<file path="config.mk">
export PLATFORM = sky130hd
export DESIGN_NAME = lsu_controller
export DESIGN_NICKNAME = d
export VERILOG_FILES = /design/src/rtl/lsu_pkg.sv /design/src/rtl/lsu_controller.sv
export SDC_FILE = /design/constraint.sdc
export NUM_CORES = 1
export LEC_CHECK = 0
export CORE_MARGIN = 2
export CORE_UTILIZATION = 35
export DETAILED_ROUTE_END_ITERATION = 16
export PLACE_DENSITY = 0.67
export SLEW_MARGIN = 20
export SYNTH_ARGS = -nofsm -noshare
export SYNTH_HDL_FRONTEND = slang
export SYNTH_SLANG_ARGS = --single-unit
</file>
<file path="constraint.sdc">
create_clock -name clock -period 8.7 [get_ports clock]
set_clock_uncertainty 0.15 [all_clocks]
set_input_delay 1.305 -clock clock [delete_from_list [all_inputs] [get_ports clock]]
set_output_delay 1.305 -clock clock [all_outputs]
set_load 0.005 [all_outputs]
</file>
<file path="src/rtl/lsu_pkg.sv">
// Load/store unit shared definitions.
// funct3 codes, FSM states and byte-lane helpers.
package lsu_pkg;

   localparam int unsigned LSU_MEM_BYTES = 1024;

   localparam logic [2:0] F3_B  = 3'b000;
   localparam logic [2:0] F3_H  = 3'b001;
   localparam logic [2:0] F3_W  = 3'b010;
   localparam logic [2:0] F3_BU = 3'b100;
   localparam logic [2:0] F3_HU = 3'b101;

   typedef enum logic [1:0] {
      ST_IDLE,
      ST_ISSUE,
      ST_DRAIN,
      ST_RESP
   } lsu_state_e;

   // Index of the last byte of an access (N - 1).
   function automatic logic [1:0] last_idx(input logic [2:0] f3);
      logic [1:0] r;
      case (f3[1:0])
         2'b00:   r = 2'd0;
         2'b01:   r = 2'd1;
         default: r = 2'd3;
      endcase
      return r;
   endfunction

   // Stores only know B/H/W; loads add the unsigned variants.
   function automatic logic f3_legal(input logic wr,
                                     input logic [2:0] f3);
      logic r;
      r = 1'b0;
      unique case (1'b1)
         (f3 == F3_B),
         (f3 == F3_H),
         (f3 == F3_W):  r = 1'b1;
         (f3 == F3_BU),
         (f3 == F3_HU): r = !wr;
         default:       r = 1'b0;
      endcase
      return r;
   endfunction

   function automatic logic [7:0] get_byte(input logic [31:0] d,
                                           input logic [1:0]  idx);
      logic [7:0] r;
      case (idx)
         2'd0:    r = d[7:0];
         2'd1:    r = d[15:8];
         2'd2:    r = d[23:16];
         default: r = d[31:24];
      endcase
      return r;
   endfunction

   function automatic logic [31:0] put_byte(input logic [31:0] d,
                                            input logic [1:0]  idx,
                                            input logic [7:0]  b);
      logic [31:0] r;
      r = d;
      case (idx)
         2'd0:    r[7:0]   = b;
         2'd1:    r[15:8]  = b;
         2'd2:    r[23:16] = b;
         default: r[31:24] = b;
      endcase
      return r;
   endfunction

   // Sign/zero extension of the assembled load word.
   function automatic logic [31:0] ext_load(input logic [2:0]  f3,
                                            input logic [31:0] d);
      logic [31:0] r;
      case (f3)
         F3_B:    r = {{24{d[7]}}, d[7:0]};
         F3_H:    r = {{16{d[15]}}, d[15:0]};
         F3_BU:   r = {24'b0, d[7:0]};
         F3_HU:   r = {16'b0, d[15:0]};
         default: r = d;
      endcase
      return r;
   endfunction

endpackage

</file>
<file path="src/rtl/lsu_controller.sv">
// Byte-serial load/store controller.
// One memory byte per cycle, little-endian, misaligned allowed.
module lsu_controller
   import lsu_pkg::*;
#(
   parameter int unsigned MEM_BYTES = LSU_MEM_BYTES
) (
   input  logic        clock,
   input  logic        reset_n,
   input  logic        req_valid,
   output logic        req_ready,
   input  logic        req_write,
   input  logic [2:0]  req_funct3,
   input  logic [31:0] req_addr,
   input  logic [31:0] req_wdata,
   output logic        resp_valid,
   input  logic        resp_ready,
   output logic [31:0] resp_rdata,
   output logic        resp_err,
   output logic        mem_en,
   output logic        mem_we,
   output logic [31:0] mem_addr,
   output logic [7:0]  mem_wdata,
   input  logic [7:0]  mem_rdata
);

   lsu_state_e  state_q, state_d;
   logic        write_q, write_d;
   logic [2:0]  f3_q, f3_d;
   logic [31:0] addr_q, addr_d;
   logic [31:0] wdata_q, wdata_d;
   logic [1:0]  cnt_q, cnt_d;
   logic [31:0] asm_q, asm_d;
   logic        req_ready_q, req_ready_d;
   logic        resp_valid_q, resp_valid_d;
   logic [31:0] resp_rdata_q, resp_rdata_d;
   logic        resp_err_q, resp_err_d;
   logic        mem_en_q, mem_en_d;
   logic        mem_we_q, mem_we_d;
   logic [31:0] mem_addr_q, mem_addr_d;
   logic [7:0]  mem_wdata_q, mem_wdata_d;

   logic [32:0] end_addr;
   logic        req_err;
   logic [1:0]  last_q;

   // End address is 33 bits wide so a top-of-space access cannot wrap.
   always_comb begin
      end_addr = {1'b0, req_addr} + {31'b0, last_idx(req_funct3)};
      req_err  = !f3_legal(req_write, req_funct3) ||
                 (end_addr >= 33'(MEM_BYTES));
      last_q   = last_idx(f3_q);
   end

   // Next-state and next-output logic for the access sequencer.
   always_comb begin
      state_d      = state_q;
      write_d      = write_q;
      f3_d         = f3_q;
      addr_d       = addr_q;
      wdata_d      = wdata_q;
      cnt_d        = cnt_q;
      asm_d        = asm_q;
      req_ready_d  = req_ready_q;
      resp_valid_d = resp_valid_q;
      resp_rdata_d = resp_rdata_q;
      resp_err_d   = resp_err_q;
      mem_en_d     = 1'b0;
      mem_we_d     = 1'b0;
      mem_addr_d   = 32'b0;
      mem_wdata_d  = 8'b0;
      unique case (state_q)
         ST_IDLE: begin
            if (req_valid) begin
               write_d     = req_write;
               f3_d        = req_funct3;
               addr_d      = req_addr;
               wdata_d     = req_wdata;
               cnt_d       = 2'd0;
               asm_d       = 32'b0;
               req_ready_d = 1'b0;
               if (req_err) begin
                  state_d      = ST_RESP;
                  resp_valid_d = 1'b1;
                  resp_err_d   = 1'b1;
                  resp_rdata_d = 32'b0;
               end else begin
                  state_d     = ST_ISSUE;
                  mem_en_d    = 1'b1;
                  mem_we_d    = req_write;
                  mem_addr_d  = req_addr;
                  mem_wdata_d = req_wdata[7:0];
               end
            end
         end
         ST_ISSUE: begin
            // Read data for the previous byte arrives this cycle.
            if (!write_q && (cnt_q != 2'd0)) begin
               asm_d = put_byte(asm_q, cnt_q - 2'd1, mem_rdata);
            end
            if (cnt_q == last_q) begin
               if (write_q) begin
                  state_d      = ST_RESP;
                  resp_valid_d = 1'b1;
                  resp_err_d   = 1'b0;
                  resp_rdata_d = 32'b0;
               end else begin
                  state_d = ST_DRAIN;
               end
            end else begin
               cnt_d       = cnt_q + 2'd1;
               mem_en_d    = 1'b1;
               mem_we_d    = write_q;
               mem_addr_d  = addr_q + {30'b0, cnt_d};
               mem_wdata_d = write_q ? get_byte(wdata_q, cnt_d) : 8'b0;
            end
         end
         ST_DRAIN: begin
            state_d      = ST_RESP;
            resp_valid_d = 1'b1;
            resp_err_d   = 1'b0;
            resp_rdata_d = ext_load(f3_q,
                              put_byte(asm_q, cnt_q, mem_rdata));
         end
         ST_RESP: begin
            if (resp_ready) begin
               state_d      = ST_IDLE;
               req_ready_d  = 1'b1;
               resp_valid_d = 1'b0;
               resp_err_d   = 1'b0;
               resp_rdata_d = 32'b0;
            end
         end
         default: begin
            state_d     = ST_IDLE;
            req_ready_d = 1'b1;
         end
      endcase
   end

   // State and registered outputs; reset aborts any access in flight.
   always_ff @(posedge clock or negedge reset_n) begin
      if (!reset_n) begin
         state_q      <= ST_IDLE;
         write_q      <= 1'b0;
         f3_q         <= 3'b0;
         addr_q       <= 32'b0;
         wdata_q      <= 32'b0;
         cnt_q        <= 2'd0;
         asm_q        <= 32'b0;
         req_ready_q  <= 1'b1;
         resp_valid_q <= 1'b0;
         resp_rdata_q <= 32'b0;
         resp_err_q   <= 1'b0;
         mem_en_q     <= 1'b0;
         mem_we_q     <= 1'b0;
         mem_addr_q   <= 32'b0;
         mem_wdata_q  <= 8'b0;
      end else begin
         state_q      <= state_d;
         write_q      <= write_d;
         f3_q         <= f3_d;
         addr_q       <= addr_d;
         wdata_q      <= wdata_d;
         cnt_q        <= cnt_d;
         asm_q        <= asm_d;
         req_ready_q  <= req_ready_d;
         resp_valid_q <= resp_valid_d;
         resp_rdata_q <= resp_rdata_d;
         resp_err_q   <= resp_err_d;
         mem_en_q     <= mem_en_d;
         mem_we_q     <= mem_we_d;
         mem_addr_q   <= mem_addr_d;
         mem_wdata_q  <= mem_wdata_d;
      end
   end

   assign req_ready  = req_ready_q;
   assign resp_valid = resp_valid_q;
   assign resp_rdata = resp_rdata_q;
   assign resp_err   = resp_err_q;
   assign mem_en     = mem_en_q;
   assign mem_we     = mem_we_q;
   assign mem_addr   = mem_addr_q;
   assign mem_wdata  = mem_wdata_q;

endmodule

</file>
# == After elaboration in Yosys (flattened, before gate mapping) ==
# Index checks and enable logic that the tools add are counted.
# op_classes
add_sub_neg,4
order_cmp,1
n_eq_ne,30
mux,60
n_reduce_logical,29
# op_table
cell,n
two-way mux 32 bit,10
case mux 32 bit (4 select lines),2
case mux 32 bit (2 select lines),2
two-way mux 8 bit,12
adder 32 x 2 -> 33 bit,1
"greater-or-equal comparator 33 x 11 -> 1 bit, second input constant",1
adder 32 x 2 -> 32 bit,1
case mux 8 bit (3 select lines),1
two-way mux 1 bit,16
"!= test 2 bit, second input constant",8
case mux 8 bit (2 select lines),1
AND reduction 4 bit,4
"equality test 2 x 1 -> 1 bit, second input constant",6
"equality test 3 bit, second input constant",4
logical NOT 2 bit,6
two-way mux 2 bit,6
case mux 2 bit (2 select lines),3
"equality test 2 bit, second input constant",5
AND reduction 3 bit,3
OR reduction 3 bit,3
case mux 1 bit (2 select lines),4
case mux 1 bit (4 select lines),2
case mux 2 bit (4 select lines),1
"equality test 3 x 1 -> 1 bit, second input constant",2
13 further kinds,20
# word_totals
reg_bits,181
inputBits,80
output_inout_bits,77
word_cells,142

# == Logic depth before layout (Yosys ltp) ==
# Gate-level depths: netlist of run 1.
# logic_depth
word_depth,8
mapped_depth,13
mapped_depth_nobuf,12

# == Least setup slack after synthesis of run 1 ==
# No wires, ideal clock.
# synth_path
path_kind,input port to flip-flop
startpoint,input port req_funct3[1]
endpoint,register resp_rdata_q[16] (netlist: resp_rdata[16])
setup_ns,0.125
arrival_ns,4.212
setup_slack_ns,4.213
path_stages,13
n_path_buf,1
cell_sequence,or2_2 > ha_1 > inv_1 > fa_1 > nand4b_1 > or4_1 > or4_1 > o211ai_1 > a21oi_1 > and4_4 > a21oi_4 > buf_6 > mux2_4
# synth_between
elab_chain_cells,7
elab_cells_between_ends,17
classes_between,1 x add/sub; 1 x order compare; 6 x eq/ne; 2 x mux; 7 x reduce/logical
# synth_rtl
item,line,source
start: declaration,lsu_controller.sv:13,"input logic [2:0] req_funct3,"
"equality test 2 x 1 -> 1 bit, or another cell as far along",lsu_pkg.sv:23,case (f3[1:0])
"case mux 2 bit (2 select lines), or another cell as far along",lsu_pkg.sv:23,
adder 32 x 2 -> 33 bit / case mux 1 bit (2 select lines) (equally long branches),"lsu_controller.sv:49, lsu_pkg.sv:36",
greater-or-equal comparator 33 x 11 -> 1 bit / logical NOT 1 bit (equally long branches),"lsu_controller.sv:51, lsu_controller.sv:50",
logical OR 1 bit *,lsu_controller.sv:50,"req_err = !f3_legal(req_write, req_funct3) ||"
!= test 2 bit (no line) *,--,
AND reduction 5 bit (no line) *,--,
end signal: assignment,lsu_controller.sv:169,resp_rdata_q <= resp_rdata_d;
end: declaration,lsu_controller.sv:36,"logic [31:0] resp_rdata_q, resp_rdata_d;"
# Mark *: on every way between the ends. The rest lies on a longest branch, timed or not.
# A chain may end at the register's enable or synchronous reset.

# == Final worst setup path of run 1 ==
# layout_path
startpoint,input port req_funct3[1]
endpoint,register mem_addr_q[4] (netlist: mem_addr[4])
# layout_between
elab_chain_cells,8
elab_cells_between_ends,18
classes_between,1 x add/sub; 1 x order compare; 5 x eq/ne; 5 x mux; 6 x reduce/logical
# layout_rtl
item,line,source
"equality test 2 x 1 -> 1 bit, or another cell as far along",lsu_pkg.sv:23,
"case mux 2 bit (2 select lines), or another cell as far along",lsu_pkg.sv:23,
adder 32 x 2 -> 33 bit / case mux 1 bit (2 select lines) (equally long branches),"lsu_controller.sv:49, lsu_pkg.sv:36",
greater-or-equal comparator 33 x 11 -> 1 bit / logical NOT 1 bit (equally long branches),"lsu_controller.sv:51, lsu_controller.sv:50",
logical OR 1 bit *,lsu_controller.sv:50,
two-way mux 32 bit *,lsu_controller.sv:82,if (req_err) begin
two-way mux 32 bit *,lsu_controller.sv:74,if (req_valid) begin
case mux 32 bit (2 select lines) *,lsu_controller.sv:72,unique case (state_q)
named net mem_addr_d[4],lsu_controller.sv:40,"logic [31:0] mem_addr_q, mem_addr_d;"
end signal: assignment,lsu_controller.sv:173,mem_addr_q <= mem_addr_d;
end: declaration,lsu_controller.sv:40,
# The timed path passes the listed nets; every way through them passes the cells marked *.

==> impl_metrics.env, run 1 <==
export IMPL_netlist_area_um2=9070
export IMPL_post_synth_main_area_contributors="dfrtp_1 50%, nand2_1 10%, mux2i_1 5.2%, mux2_4 3.5%, o21ai_0 3.0%"
export IMPL_maxSlewHeadroom_pct=35.7
export IMPL_layout_drive_gt1_share_pct=6.86
export IMPL_route_vias_total=7240
export IMPL_finalWorstSetupSlack_ps=3440
export IMPL_most_common_cell_in_the_synthesized_netlist="nand2_1"
export IMPL_critical_path_max_stage_delay_ps=750
export IMPL_floorplan_rows=58
export IMPL_totalWireLength_mm=23.5
export IMPL_die_h_um=165
export IMPL_worst_setup_path_end_kind="register"
export IMPL_synth_xor_area_share_pct=2.80
export IMPL_post_cts_hold_buffer_count=0
export IMPL_result_of_the_run="complete, no violations"
export IMPL_worstSetupPathType="input pin to register"
export IMPL_setup_total_negative_slack_ps=0
export IMPL_wire_per_inst_um=16.5
export IMPL_initial_antenna_violation_count=0
export IMPL_fmax_mhz=190
export IMPL_worst_path_most_repeated_cell="nand4_1"
export IMPL_grt_setup_unrepaired="no"
export IMPL_postCtsSetupRepairBufs=0
export IMPL_detail_route_drc_violations=0
export IMPL_critical_path_top_delay_family="simple AND/OR/NAND/NOR gates"
export IMPL_setup_worst_path_start_class="input pin"
export IMPL_syn_inst=949
export IMPL_yosys_area_share_adder_pct=2.51
export IMPL_worst_pin_slew_ps=964
export IMPL_via_per_inst=5.08
export IMPL_postSynthNetCount=1046
export IMPL_area_delta_synth_final_pct=26.5
export IMPL_ys_types=68
export IMPL_final_setup_viol_count=0
export IMPL_drt_iter0_markers=528
export IMPL_timing_critical_path_required_ps=8920
export IMPL_power_static_leakage_nw=5.12
export IMPL_drtPass1Iterations=5
export IMPL_post_synth_most_frequent_cells="249 x nand2_1, 180 x dfrtp_1, 54 x o21ai_0"
export IMPL_grt_overflow=0
export IMPL_largest_net_degree_at_the_start_of_global_routing=105
export IMPL_layout_worst_path_cycle_share_pct=60.5
export IMPL_die_x_um=165
export IMPL_synthFlopType="dfrtp_1"
export IMPL_clkTransAtPathRegs_ps=70
export IMPL_dieArea_um2=27200
export IMPL_yosys_area_share_simple_pct=21.5
export IMPL_place_port_buffers=156
export IMPL_postPlaceCellArea_um2=10900
export IMPL_synth_compound_area_share_pct=10.9
export IMPL_synthesis_yosys_warnings=0
export IMPL_synth_enable_flop_cells=0
export IMPL_cts_inserted_buffers=17
export IMPL_muxShareOfSynthArea_pct=9.04
export IMPL_cells_along_the_critical_path="clkdlybuf4s50_1, or2_2, ha_1, inv_1, fa_1, nand4b_1, nor4_1, nand4_1, a221oi_2, nand4_1, nor2_2, a22o_1"
export IMPL_timing_critical_path_fanout_max=16
export IMPL_wire_length_of_the_first_global_routing_pass_mm=38.3
export IMPL_synth_top_family_by_area="simple AND/OR/NAND/NOR gates"
export IMPL_post_synth_top_area_fraction_pct=49.7
export IMPL_cts_num_sinks=181
export IMPL_io_pins=157
export IMPL_cts_resized=0
export IMPL_num_nets_final=1179
export IMPL_finalWeightedCongestion=0.860
export IMPL_final_max_slew_violation_count=0
export IMPL_min_delay_worst_type="register to register"
export IMPL_grt_pass1_vias=7076
export IMPL_clock_root_buffer="clkbuf_16"
export IMPL_vdd_ir_drop_worst_uv=155
export IMPL_worst_skew_pair_late_latency_ps=430
export IMPL_core_area_um2=25300
export IMPL_synth_top_area_cell="dfrtp_1"
export IMPL_remaining_antenna_violation_count_after_routing=0
export IMPL_max_cap_violations=0
export IMPL_initial_utilization_pct=35.8
export IMPL_yosysSeqAreaShare_pct=50.0
export IMPL_clock_tree_htree_level_count=4
export IMPL_power_per_cell_area_nw_per_um2=309
export IMPL_cts_buffer_depth=2
export IMPL_total_power_mw=3.54
export IMPL_postLayoutCellArea_um2=11500
export IMPL_cp_slowest_cell="nand4_1"
export IMPL_postSynthRegisterBits=181
export IMPL_crit_buf_inv=2
export IMPL_async_set_or_reset_register_ratio_after_synthesis_pct=100
export IMPL_timing_final_hold_violations=0
export IMPL_cts_tree="built"
export IMPL_post_place_ws_ps=3050
export IMPL_syn_area_cell_um2=9.56
export IMPL_antenna_cells=0
export IMPL_groute_usage_overall_pct=18.1
export IMPL_timing_final_crit_period_ps=5260
export IMPL_place_hpwl_mm=17.0
export IMPL_cp_data_arrival_time_ps=5480
==> tightest hold or removal path: cells and delay by family (launching register included) <==
family | cells | cell delay (ps)
DFF | 1 | 340
and+or+nand+nor | 2 | 100
==> area by class of cell <==
type	count	area, um^2
clock buffer	19	453
clock inverter	12	140
timing repair buffer	160	1590
inverter	26	97.6
fill	2353	13900
multi-input combinational	696	4250
sequential	181	4530
tap	330	413
==> layout by cell type (no fill, tap or decap), drive strengths merged, types with 15 or more instances in the layout <==
cell / instances
mux2: 24
mux2i: 47
a21oi: 36
nand3: 24
o21ai: 55
inv: 31
xor2: 21
clkdlybuf4s50: 155
ha: 15
dfrtp: 180
clkbuf: 19
nor2: 54
nand2: 249
==> layer usage <==
metal | vias up | track usage (%) | routed length (um)
met1 | 3463 | 25.4 | 10900
met3 | 32 | 3.09 | 1180
met5 | - | 0 | 0
met2 | 226 | 28.3 | 10900
li1 | 3519 | - | -
met4 | 0 | 6.28 | 595
==> registers in the layout, summed over array words and instances, names as in the netlist, 2 cells and up <==
signal,count
cnt_q,2
mem_wdata,8
asm_q,32
f3_q,3
wdata_q,32
mem_addr,32
state_q,2
addr_q,32
resp_rdata,32
==> cells by family (layout without fill, tap and decap cells) <==
logic type / after synthesis / count (layout)
flip-flops: 181 / 181
buffers and inverters: 72 / 217
adder cells (fa/ha/maj): 17 / 17
AND/OR/NAND/NOR: 426 / 426
XOR/XNOR: 29 / 29
multiplexers: 71 / 71
AO/OA/AOI/OAI: 153 / 153
==> path summary, 6_finish.rpt <==
| check | from | to | slack, ps | cells past startpoint |
|---|---|---|---|---|
| setup / recovery | req_funct3[1] | mem_addr[4] | 3440 | 12 |
| min in group asynchronous | reset_n | resp_rdata[13] | 840 | 1 |
| hold / removal | wdata_q[0] | wdata_q[0] | 330 | 2 |
| hold reg to reg | wdata_q[0] | wdata_q[0] | 330 | 2 |
| setup reg to reg | cnt_q[0] | mem_addr[29] | 5030 | 10 |
| max in group asynchronous | reset_n | wdata_q[6] | 6030 | 2 |
==> per-stage QoR <==
stage               utilization, %  hold slack, ps  cells
finish                        45.3             328   1424
global route                  45.3             342   1424
CTS                           45.3             332   1424
detailed placement            42.9             315   1393
global placement              42.9             311   1393
floorplan                        -             295    949
==> where the power goes <==
part           leakage [nW]  switching, mW  internal [mW]
combinational          2.44          0.724          0.663
sequential             2.39          0.235           1.15
clock                 0.289          0.335          0.442
No activity file was read; power rests on OpenSTA's default activity.
==> run 2, diff against run 1 <==
Settings changed: PLACE_DENSITY 0.67 to 0.69.
Clock period 8.7 ns to 4.69 ns, I/O delays scaled along.
==> impl_metrics.env, run 2 (synthesized netlist as in run 1, its figures left out) <==
export IMPL_core_area_um2=25300
export IMPL_postCtsSetupRepairBufs=0
export IMPL_initial_utilization_pct=35.8
export IMPL_die_x_um=165
export IMPL_final_common_cell="nand2_1"
export IMPL_max_cap_violations=0
export IMPL_clkTransAtPathRegs_ps=70
export IMPL_final_setup_viol_count=0
export IMPL_die_h_um=165
export IMPL_crit_buf_inv=3
export IMPL_worst_path_most_repeated_cell="or4_1"
export IMPL_largest_net_degree_at_the_start_of_global_routing=102
export IMPL_detail_route_drc_violations=0
export IMPL_maxSlewHeadroom_pct=35.4
export IMPL_finalWeightedCongestion=0.880
export IMPL_floorplan_rows=58
export IMPL_wire_length_of_the_first_global_routing_pass_mm=38.3
export IMPL_initial_antenna_violation_count=0
export IMPL_grt_setup_unrepaired="no"
export IMPL_wire_per_inst_um=16.5
export IMPL_worstSetupPathType="input pin to register"
export IMPL_layout_drive_gt1_share_pct=7.34
export IMPL_via_per_inst=5.16
export IMPL_cts_tree="built"
export IMPL_layout_cells_most_common_list="248 x nand2_1, 180 x dfrtp_1, 155 x clkdlybuf4s50_1"
export IMPL_io_pins=157
export IMPL_post_cts_hold_buffer_count=0
export IMPL_cp_slowest_cell="or4_1"
export IMPL_setup_slack_of_the_worst_register_to_register_path_ps=1080
export IMPL_timing_critical_path_fanout_max=33
export IMPL_finalWorstSetupSlack_ps=442
export IMPL_critical_path_max_stage_delay_ps=520
export IMPL_remaining_antenna_violation_count_after_routing=0
export IMPL_num_nets_final=1188
export IMPL_route_vias_total=7400
export IMPL_clock_tree_htree_level_count=4
export IMPL_worst_pin_slew_ps=969
export IMPL_drt_iter0_markers=475
export IMPL_post_place_ws_ps=40.9
export IMPL_dieArea_um2=27200
export IMPL_grt_overflow=0
export IMPL_final_max_slew_violation_count=0
export IMPL_grt_pass1_vias=7336
export IMPL_utilization_pct=45.5
export IMPL_cts_resized=0
export IMPL_worst_skew_pair_late_latency_ps=430
export IMPL_power_per_cell_area_nw_per_um2=569
export IMPL_power_static_leakage_nw=5.15
export IMPL_timing_final_hold_violations=0
export IMPL_worst_setup_path_end_kind="register"
export IMPL_antenna_cells=0
export IMPL_place_hpwl_mm=17.1
export IMPL_final_fill_count=2395
export IMPL_crit_reg2reg_capture="mem_addr[29]"
export IMPL_clock_root_buffer="clkbuf_16"
export IMPL_reg2reg_depth=10
export IMPL_cts_num_sinks=181
export IMPL_min_delay_worst_type="input pin to asynchronous set/reset pin"
export IMPL_cts_inserted_buffers=17
export IMPL_setup_total_negative_slack_ps=0
export IMPL_critical_path_top_delay_family="simple AND/OR/NAND/NOR gates"
export IMPL_total_power_mw=6.56
export IMPL_timing_critical_path_required_ps=4850
export IMPL_cts_buffer_depth=2
export IMPL_place_port_buffers=156
export IMPL_drtPass1Iterations=5
export IMPL_result_of_the_run="complete, no violations"
export IMPL_setup_worst_path_start_class="input pin"
export IMPL_cp_data_arrival_time_ps=4410
export IMPL_cells_along_the_critical_path="clkdlybuf4s50_1, or2_2, ha_1, inv_1, fa_1, nand4b_1, or4_1, or4_1, o211ai_1, a21oi_1, and4_4, a21oi_4, buf_12, mux2_2"
export IMPL_layout_worst_path_cycle_share_pct=90.6
export IMPL_vdd_ir_drop_worst_uv=341
export IMPL_fmax_mhz=235
export IMPL_r2r_start="cnt_q[0]"
export IMPL_totalWireLength_mm=23.7
export IMPL_groute_usage_overall_pct=18.0
export IMPL_area_delta_synth_final_pct=27.0
export IMPL_timing_final_crit_period_ps=4250
## run 2: cell types whose count changed in the layout (fill, tap and decap cells not counted)
cell,delta
buf_4,+8
bufinv_16,-1
clkbuf_1,+2
nand2_2,-1
o21ai_2,-1
o21ai_1,+1
inv_6,+1
nand2_1,+1
clkinvlp_4,+1
buf_12,+1
clkbuf_8,-1
clkinv_4,-1
## run 2: metal layers
metal  global-route usage, %  part of all wire, %  vias to the layer above
li1                        -                    -                     3550
met1                    24.3                   45                     3600
met2                    29.5                   47                      218
met3                    2.99                  5.0                       32
met4                    6.09                  2.1                        0
met5                       0                    0                        -
## run 2: area by class of cell
| type | count | area (um^2) | share of cell area, % |
|---|---|---|---|
| sequential | 181 | 4530 | 39.3 |
| multi-input combinational | 696 | 4240 | 36.8 |
| timing repair buffer | 169 | 1670 | 14.5 |
| clock buffer | 20 | 447 | 3.88 |
| tap | 330 | 413 | 3.58 |
| clock inverter | 12 | 118 | 1.02 |
| inverter | 26 | 97.6 | 0.847 |
## run 2: worst max path at each step
stage / from / endpoint / cells past startpoint
floorplan: req_funct3[1] / resp_rdata[16] / 13
global placement: req_funct3[1] / resp_rdata[1] / 14
detailed placement: req_funct3[0] / resp_rdata[2] / 14
CTS: req_funct3[0] / resp_rdata[2] / 14
global route: req_funct3[1] / resp_rdata[1] / 14
finish: req_funct3[0] / resp_rdata[2] / 14
## run 2: report_power, final
group | leakage, nW | switching [mW] | internal (mW)
registers | 2.39 | 0.436 | 2.13
logic | 2.49 | 1.35 | 1.26
clock network | 0.270 | 0.630 | 0.756
total | 5.15 | 2.41 | 4.14
## run 2: metrics by stage
stage          hold WS (ps)  std cells  cell area (um^2)
5_1_grt                 308       1434             11500
3_3_place_gp            310       1402             11000
3_5_place_dp            312       1402             11000
6_report                211       1434             11500
2_1_floorplan           258        949              9070
4_1_cts                 270       1434             11500
## run 2: worst reg2reg max path, cell delays in order (launching register included)
cell	delay, ps
dfrtp_1	500
inv_1	180
ha_1	370
ha_1	280
a21oi_1	90
nor3_1	430
nand2b_1	220
or2_2	340
or3_1	440
or3_1	370
a21oi_1	160
==> variant, RTL diff (settings of run 2) <==
Make the reset (`reset_n`) synchronous in one clocked block.
--- a/src/rtl/lsu_controller.sv
+++ b/src/rtl/lsu_controller.sv
@@ -141,3 +141,3 @@
    // State and registered outputs; reset aborts any access in flight.
-   always_ff @(posedge clock or negedge reset_n) begin
+   always_ff @(posedge clock) begin
       if (!reset_n) begin
Check against the original RTL: differs if reset_n is asserted again (counterexample within 4 cycles, from zero or initial values and one cycle with reset_n low); with reset_n held inactive, the same outputs for 4 cycles.
==> variant against run 2 <==
Non-clock buffer count shrank 5; total power shrank 25%; synthesized area is 5.0% lower; setup slack improved by 0.33 ns; global-route usage shrank 0.40 points; final area shrank 4.5%; routed wire length decreased by 3.9%; sequential cell count did not move; first-iteration DRC count is 9.1% lower; critical endpoint is now resp_err$_SDFFE_PN0P_.
==> variant: results (changes against run 2) <==
| Metric | Value |
|---|---|
| Status | `finished, final reports clean` |
| CTS Buf Count | `17 (unchanged)` |
| Arrival time at the worst endpoint | `4.09 ns (-0.32 ns)` |
| Vias in the first global route | `7094 (-3.3%)` |
| Crit Path Max Fanout | `23 (-30%)` |
| Hold Slack | `0.3101 ns (+0.09880 ns)` |
| Overall Global Routing Usage | `0.1762 (-0.004010)` |
| Port bufs | `156 (unchanged)` |
| Top FF cell, synth | `dfxtp_1` |
| Least-Margin Pin Slew | `1.067 ns (+0.09772 ns)` |
| Fin nets | `1223 (+2.9%)` |
| Largest net degree at the start of global routing | `99 (-2.9%)` |
| Dominant cells by area after synthesis | `dfxtp_1 (42%), nand2_1 (11%), mux2i_1 (9.9%)` |
| Sequential share of the synthesized area | `0.4203 (-0.07920)` |
| Min-delay worst type | `register to register` |
| Htree depth | `4 (unchanged)` |
| Reg2reg setup slack | `1.08 ns (about the same)` |
| Filler cells | `2378 (-0.71%)` |
| Initial DRC count | `432 (-9.1%)` |
| Global-route wire length before repair | `36.87 mm (-3.8%)` |
| Post-synth top cells | `nand2_1 (255), dfxtp_1 (181), mux2i_1 (85), a21boi_0 (69), nor2_1 (52)` |
| Setup ws final | `0.7681 ns (+0.3263 ns)` |
| Peak VDD IR | `0.2227 mV (-35%)` |
| Via density | `5.097 (-1.2%)` |
| Final GP Congestion | `0.8702 (-1.1%)` |
| Pre-CTS WS | `0.3415 ns (+0.3006 ns)` |
| Ant. Diodes | `0 (unchanged)` |
| Leakage | `0.003817 uW (-26%)` |
| Asr flop ratio synth | `0 (-1.000)` |
| Dpl hpwl | `16.13 mm (-5.5%)` |
| CP peak stage delay | `0.55 ns (+0.03 ns)` |
| Net Count, Synth | `1104 (+5.5%)` |
| Crit-path slowest cell | `or4_4` |
| First-pass DRT Iterations | `6 (+1)` |
| WL final | `22.78 mm (-3.9%)` |
| Layout cells sized above 1 | `0.05356 (-0.01981)` |
| Synth warn | `0 (unchanged)` |
| Netlist cell types | `56 (-18%)` |
-- variant: layout make-up --
| cell class | count | area share |
|---|---|---|
| Multi-Input combinational cell | 753 | 0.4258 |
| Sequential cell | 181 | 0.3295 |
| Timing Repair Buffer | 164 | 0.1484 |
| Clock buffer | 20 | 0.04244 |
| Tap cell | 324 | 0.03687 |
| Clock inverter | 12 | 0.01388 |
| Inverter | 9 | 0.003072 |
-- variant: power by group --
part / internal, uW / total [uW] / switching, uW
registers: 1740 / 1890 / 157
logic: 645 / 1500 / 851
clock network: 850 / 1500 / 651
total: 3230 / 4890 / 1660
-- variant: worst register-to-register path, delay by kind of cell, from the launching register on --
| kind | cells | cell delay (ns) |
|---|---|---|
| buffers and inverters | 2 | 0.32 |
| AND/OR/NAND/NOR | 7 | 1.51 |
| adder cells (fa/ha/maj) | 2 | 0.87 |
| XOR/XNOR | 1 | 0.14 |
| flip-flops | 1 | 0.50 |
-- variant: final timing paths --
check | cells past startpoint | endpoint | startpoint
hold / removal | 1 | asm_q[27]$_SDFFE_PN0P_ | asm_q[27]$_SDFFE_PN0P_
setup / recovery | 13 | resp_err$_SDFFE_PN0P_ | req_funct3[0]
hold reg to reg | 1 | asm_q[27]$_SDFFE_PN0P_ | asm_q[27]$_SDFFE_PN0P_
setup reg to reg | 12 | mem_addr[30]$_SDFF_PN0_ | cnt_q[0]$_SDFFE_PN0P_
-- variant: cells by family after synthesis --
logic type,Yosys count,synth area share
mux,95,0.1118
flops,181,0.4203
simple gates,442,0.2354
compound gates,166,0.1356
xor+xnor,33,0.03353
fa+ha+maj,17,0.02642
buf+inv,73,0.03701
-- variant: stage by stage --
step,area (sq um),cells,power (uW),utilization
after floorplan,8621,1007,2969,-
after global placement,10380,1431,3409,0.4279
after detailed placement,10380,1431,3432,0.4279
after CTS,11000,1463,4938,0.4535
after global routing,11000,1463,5167,0.4535
final,11000,1463,4891,0.4535
-- variant: per-layer routing --
layer,track usage,share of wire,vias up
met4,0.06778,0.026,0
met2,0.2856,0.47,225
li1,-,-,3679
met1,0.2263,0.44,3515
met3,0.04390,0.061,38
met5,0,0,-
